File: config.mk
export PLATFORM = sky130hd
export DESIGN_NAME = div_ctrl
export DESIGN_NICKNAME = d
export VERILOG_FILES = /design/src/rtl/div_ctrl.sv
export SDC_FILE = /design/constraint.sdc
export NUM_CORES = 1
export LEC_CHECK = 0
export ABC_AREA = 1
export CAP_MARGIN = 30
export CORE_MARGIN = 4
export CORE_UTILIZATION = 55
export DETAILED_ROUTE_END_ITERATION = 8
export DONT_BUFFER_PORTS = 1
export PLACE_DENSITY_LB_ADDON = 0.2
export RECOVER_POWER = 50
export SKIP_LAST_GASP = 1
export SYNTH_ARGS = -nofsm -noshare
export SYNTH_HDL_FRONTEND = slang
export SYNTH_SLANG_ARGS = --single-unit
File: constraint.sdc
create_clock -name i_clk -period 1.93 [get_ports i_clk]
set_clock_uncertainty 0.05 [all_clocks]
set_input_delay 0.2895 -clock i_clk [delete_from_list [all_inputs] [get_ports i_clk]]
set_output_delay 0.2895 -clock i_clk [all_outputs]
set_load 0.05 [all_outputs]
File: src/rtl/div_ctrl.sv
// Issue-side sequencer for RV32M DIV/DIVU/REM/REMU around an unsigned iterative divider core.
// Converts operands to magnitudes, resolves divide-by-zero and overflow locally, and sign-corrects results.
module div_ctrl #(
  parameter int XLEN = 32
) (
  input  logic            i_clk,
  input  logic            i_rst,
  input  logic            i_valid,
  input  logic [1:0]      i_op,
  input  logic [XLEN-1:0] i_rs1,
  input  logic [XLEN-1:0] i_rs2,
  input  logic            i_kill,
  output logic            o_ready,
  output logic            o_valid,
  output logic [XLEN-1:0] o_result,
  input  logic            i_ack,
  output logic            o_core_start,
  output logic [XLEN-1:0] o_core_a,
  output logic [XLEN-1:0] o_core_b,
  input  logic            i_core_done,
  input  logic [XLEN-1:0] i_core_quo,
  input  logic [XLEN-1:0] i_core_rem
);

  typedef enum logic [2:0] {
    S_IDLE,
    S_START,
    S_WAIT,
    S_DONE,
    S_DRAIN
  } state_t;

  localparam logic [XLEN-1:0] MIN_NEG = {1'b1, {(XLEN-1){1'b0}}};

  state_t          state;
  logic            is_rem;
  logic            neg_q;
  logic            neg_r;

  logic            signed_op;
  logic            sgn_a;
  logic            sgn_b;
  logic [XLEN-1:0] mag_a;
  logic [XLEN-1:0] mag_b;
  logic            div_zero;
  logic            overflow;
  logic [XLEN-1:0] core_res;

  // funct3[0]=0 selects the signed variants; -2^31 negates to itself, which is its correct unsigned magnitude.
  assign signed_op = ~i_op[0];
  assign sgn_a     = signed_op & i_rs1[XLEN-1];
  assign sgn_b     = signed_op & i_rs2[XLEN-1];
  assign mag_a     = sgn_a ? -i_rs1 : i_rs1;
  assign mag_b     = sgn_b ? -i_rs2 : i_rs2;
  assign div_zero  = (i_rs2 == '0);
  assign overflow  = signed_op & (i_rs1 == MIN_NEG) & (i_rs2 == '1);

  assign core_res = is_rem ? (neg_r ? -i_core_rem : i_core_rem)
                           : (neg_q ? -i_core_quo : i_core_quo);

  assign o_ready = (state == S_IDLE);

  // NOTE: all state and outputs use non-blocking assignments so every register samples pre-edge values.
  always_ff @(posedge i_clk or negedge i_rst) begin
    if (!i_rst) begin
      state        <= S_IDLE;
      is_rem       <= 1'b0;
      neg_q        <= 1'b0;
      neg_r        <= 1'b0;
      o_valid      <= 1'b0;
      o_result     <= '0;
      o_core_start <= 1'b0;
      o_core_a     <= '0;
      o_core_b     <= '0;
    end else begin
      o_core_start <= 1'b0;
      case (state)
        S_IDLE: begin
          if (i_valid && !i_kill) begin
            is_rem   <= i_op[1];
            neg_q    <= sgn_a ^ sgn_b;
            neg_r    <= sgn_a;
            o_core_a <= mag_a;
            o_core_b <= mag_b;
            if (div_zero) begin
              o_result <= i_op[1] ? i_rs1 : '1;
              o_valid  <= 1'b1;
              state    <= S_DONE;
            end else if (overflow) begin
              o_result <= i_op[1] ? '0 : MIN_NEG;
              o_valid  <= 1'b1;
              state    <= S_DONE;
            end else begin
              o_core_start <= 1'b1;
              state        <= S_START;
            end
          end
        end
        // Once the start pulse is out the core is busy, so a kill must wait for its done pulse.
        S_START: state <= i_kill ? S_DRAIN : S_WAIT;
        S_WAIT: begin
          if (i_kill) begin
            state <= i_core_done ? S_IDLE : S_DRAIN;
          end else if (i_core_done) begin
            o_result <= core_res;
            o_valid  <= 1'b1;
            state    <= S_DONE;
          end
        end
        S_DONE: begin
          if (i_kill || i_ack) begin
            o_valid <= 1'b0;
            state   <= S_IDLE;
          end
        end
        S_DRAIN: begin
          if (i_core_done) state <= S_IDLE;
        end
        default: state <= S_IDLE;
      endcase
    end
  end

endmodule

Yosys cells after proc, flatten, opt, wreduce, memory -nomap -nowiden
Index checks and enable logic that the tools add are counted.

operators by class
  order comparisons = 0
  divide/modulo/power cells = 0
  shifts and indexed selects = 0
  equality and inequality tests = 13
  $add $sub $neg = 4
  bitwise operators = 6
  muxes and demuxes = 34
  $mul = 0
  reduce and logical (&&, ||, !) cells = 11

operator list
  cell                                                                   count
  32-bit two-way mux                                                     12
  32-bit negation                                                        4
  32-bit equality test, second input constant                            2
  32-bit one-hot mux with 2 select lines                                 1
  32-bit logical NOT                                                     1
  3-bit two-way mux                                                      7
  3-bit one-hot mux with 5 select lines                                  1
  1-bit two-way mux                                                      10
  2-bit != test, second input constant                                   4
  3-bit by 2-bit equality test with 1-bit output, second input constant  2
  6-bit AND reduction                                                    1
  5-bit AND reduction                                                    1
  1-bit bitwise AND                                                      4
  2-bit two-way mux                                                      2
  4-bit AND reduction                                                    1
  3-bit by 1-bit equality test with 1-bit output, second input constant  1
  3-bit equality test, second input constant                             1
  3-bit logical NOT                                                      1
  3-bit by 1-bit != test with 1-bit output, second input constant        1
  3-bit != test, second input constant                                   1
  1-bit one-hot mux with 3 select lines                                  1
  3-bit nonzero test                                                     1
  2-bit by 1-bit != test with 1-bit output, second input constant        1
  2-bit AND reduction                                                    1
  other kinds (6)                                                        6

storage, ports and cells
  ROM bits = 0
  RAM bits = 0
  output and inout port bits = 99
  bits in latches = 0
  memories kept = 0
  flip-flop bits (word level) = 104

Depth between registers and ports, before layout
  word-level depth = 7
  gate-level depth with buffers = 14

Worst setup path after synthesis
Ideal clock, no wire load.

  path type = reg2reg
  start point = register state[0]
  end point = register o_result[0]
  data required time = 1762 ps
  cell stages (with the launch flop) = 10
  path slack = 101 ps
  arrival time = 1661 ps
  path buffers = 1
  setup time = 118 ps
  period minus slack after synthesis = 1829 ps
  cells stage by stage = dfrtp_1 nor2_1 nand2_1 inv_1 nand2_1 nand3_4 clkinv_2 buf_6 nand2_1 nand2_1

between the ends
  longest elaborated chain between the ends = 3
  elaborated cells between the ends (all ways) = 9

RTL lines
  what                                                                        RTL line  text
  start, declared                                                             35        state_t state;
  start signal, assigned                                                      100       S_START: state <= i_kill ? S_DRAIN : S_WAIT;
  start signal, assigned                                                      103       state <= i_core_done ? S_IDLE : S_DRAIN;
  3-bit logical NOT (*)                                                       n/a
  via o_ready                                                                 13        output logic o_ready,
  3-bit by 1-bit != test with 1-bit output (no line) (tied with other cells)  n/a
  5-bit AND reduction (no line)                                               n/a
  end signal, assigned                                                        86        o_result <= i_op[1] ? i_rs1 : '1;
  end signal, assigned                                                        90        o_result <= i_op[1] ? '0 : MIN_NEG;
  end signal, assigned                                                        105       o_result <= core_res;
  end, declared                                                               15        output logic [XLEN-1:0] o_result,

The timed path passes the listed nets; every way through them passes the cells marked *.
A chain may end at the register's enable or synchronous reset.

Final worst setup path
  start point = register state[1]
  end point = output o_ready

between the ends
  longest elaborated chain between the ends = 1

RTL lines
  what               RTL line  text
  3-bit logical NOT  61        assign o_ready = (state == S_IDLE);
  end, declared      13

No other way between the ends.

==> results.json <==
{
  "grt_pass1_wl_um": 44910,
  "endpoint_kind": "output pin",
  "grt.total_usage": 0.3064,
  "clock-sinks": 104,
  "rr_endpoint": "o_result[29]$_DFFE_PN0P_",
  "rsz0062_at_grt": "false",
  "status": "complete, but fails checks",
  "coreArea_um2": 15430,
  "final_antenna_net_count": 0,
  "numPortBuffers": 0,
  "syn_area_um2": 8791,
  "layout_setup_ws_ns": 0.1549,
  "worstPathRequired_ns": 1.59,
  "clk_path_buf_depth": 2,
  "hold_slack_ns": -0.4234,
  "cts_tree": "yes",
  "leakage_nw": 4.726,
  "clkSlewWorstSetupHoldPaths_ns": 0.08,
  "dieHeight_um": 134.4,
  "ys_ff_latch": 104,
  "r2r_setup_slack_ns": 0.18,
  "routabilityCongestion": 0.9094,
  "pin_count": 235,
  "cts_max_level": 3,
  "fin_cells": 1683,
  "power-per-cell-area_nw_per_um2": 1541,
  "routed_via_density": 5.588,
  "placed_area_um2": 9233,
  "period_share": 0.9197,
  "drc": 0,
  "grt_max_degree": 105,
  "rows": 45,
  "postSynthAreaPerCell_um2": 6.001,
  "die_width_um": 134.4,
  "synthDistinctLibCells": 41,
  "post_drt_wl_per_cell_um": 16.71,
  "crit_path_end": "o_ready",
  "clock_latency_ns": 0.35,
  "initial_utilization": 0.5698,
  "grt_pass1_vias": 8721,
  "place_hpwl_um": 22400,
  "fin_crit_ns": 1.775,
  "layout-drive-gt1-share": 0.06658,
  "final_area_um2": 9548,
  "final_hold_viol_count": 104,
  "antennaDiodeCount": 0,
  "synth-main-ff-cell": "dfrtp_1",
  "overflow": 0,
  "arrival_ns": 1.44,
  "die_area_um2": 18070,
  "path_class": "reg -> out",
  "finalMaxSlewViolations": 0,
  "failed_checks": "hold timing",
  "r2r_cells": 8,
  "antenna_found_initial": 0,
  "num_vias": 9405,
  "max_slew_margin": 0.6126,
  "syn-num-nets": 1606,
  "cp_max_fo": 5,
  "cts_root_buf": "clkbuf_16",
  "fin_tns_setup_ns": 0,
  "nNetsFinal": 1608,
  "r2r_start": "state[1]$_DFFE_PN0P_",
  "startpoint_type": "flip-flop",
  "pre_cts_ws_ns": -0.005957,
  "dp_cells": 1667,
  "drtIter0Drc": 752,
  "totalWireLength_um": 28120,
  "first_pass_iters": 6,
  "crit_start": "state[1]$_DFFE_PN0P_",
  "hp-class": "in -> async",
  "post_synth_inst_count": 1465,
  "tightestPinTransition_ns": 0.5811,
  "finalSetupViolations": 0,
  "yosysWarningCount": 0,
  "cts_made_buffers": 9,
  "max_freq_mhz": 563.4,
  "ir_drop_v": 0.001396,
  "yosysSeqAreaShare": 0.2960,
  "area_growth_pct": 8.611,
  "async_flop_share": 1.000,
  "max_cap_violations": 0,
  "synth_edf_count": 0
}
-- cell families (layout without fill, tap and decap cells) --
family	Yosys count	after routing	share of synthesized area
simple gates	970	970	0.4670
flops	104	104	0.2960
xor+xnor	41	41	0.04085
compound gates	163	163	0.1069
fa+ha+maj	5	5	0.007116
buf+inv	182	189	0.08212
-- metal layers --
layer / vias up / wire, um / track usage
met2: 362 / 12590 / 0.4835
met4: 0 / 581 / 0.06844
met1: 4318 / 11940 / 0.4115
li1: 4683 / - / -
met3: 42 / 3011 / 0.1020
met5: - / 0 / 0
-- placed cells by master, fill, tap and decap left out, types with 5 or more instances in the layout --
cell type / synthesis / layout
xor2_1: 32 / 32
dfrtp_1: 104 / 104
nor2_2: 7 / 7
a21boi_2: 6 / 6
or2_2: 9 / 9
nand4_1: 15 / 15
ha_1: 5 / 5
nor2_1: 226 / 225
nor3_1: 17 / 17
inv_1: 126 / 125
a31oi_1: 12 / 12
buf_12: 0 / 7
o211ai_1: 18 / 18
buf_4: 0 / 34
nor2_4: 4 / 5
nand3b_1: 23 / 23
nand3_1: 144 / 144
nand2_1: 511 / 511
o21ai_0: 93 / 93
xnor2_1: 9 / 9
clkbuf_16: 0 / 9
a21oi_1: 22 / 22
-- how the worst min path moves through the flow --
stage                     startpoint                       end  slack, ns
final                          i_rst  o_core_a[15]$_DFFE_PN0P_      -0.42
after global routing           i_rst   o_core_a[2]$_DFFE_PN0P_      -0.44
after CTS                      i_rst  o_core_a[13]$_DFFE_PN0P_      -0.43
after detailed placement       i_rst   o_core_a[0]$_DFFE_PN0P_      -0.05
after global placement         i_rst   o_core_a[0]$_DFFE_PN0P_      -0.05
after floorplan                i_rst        is_rem$_DFFE_PN0P_      -0.06
-- worst max-delay path, stage by stage, from the launching register on --
cell     delay, ns
dfrtp_1       0.43
nor2_1        0.14
nand2_1       0.18
inv_1         0.12
buf_4         0.21
-- repair_timing --
action	4_1_cts	5_1_grt
gates resized for setup	0	1
buffers inserted	0	0
hold endpoints to repair	104	104
endpoints found under the setup margin	0	24
-- cell type report --
cell class | instances | area, um2
fill | 1547 | 5879
multi-input combinational | 1179 | 5474
sequential | 104 | 2603
inverter | 132 | 498.0
timing repair buffer | 41 | 395.4
tap | 211 | 264.0
clock buffer | 10 | 239.0
clock inverter | 6 | 75.07
-- where the power goes --
part           total, mW  internal (mW)  switching [mW]
Sequential          7.54           3.15            4.40
Combinational       5.23           1.97            3.26
Clock               1.94           1.06           0.874
Total               14.7           6.18            8.53
-- metrics by stage --
stage	total power, mW	hold WS, ns	utilization
final	14.71	-0.4234	0.6189
after global routing	15.71	-0.4382	0.6189
after CTS	14.73	-0.4322	0.6188
after detailed placement	12.79	-0.05376	0.5985
after global placement	12.66	-0.05388	0.5985
after floorplan	11.17	-0.05609	-
-- Yosys cell counts, drive strengths merged (16+ instances only) --
cell type,n,share of area
nand3b,23,0.020
nand3,147,0.086
a21oi,23,0.014
inv,129,0.055
clkbuf,34,0.015
nor2,237,0.11
o21ai,94,0.054
buf,16,0.011
nand4,16,0.013
o211ai,18,0.015
nand2,515,0.22
nor3,17,0.0097
dfrtp,104,0.30
xor2,32,0.032
-- flip-flops by register name, indices dropped and copies added (netlist names) --
register	flops
o_core_a	32
o_core_b	32
o_result	32
state	3
is_rem	1
neg_q	1
neg_r	1
o_core_start	1
o_valid	1
Note: power is estimated with default switching activity, not from simulation.
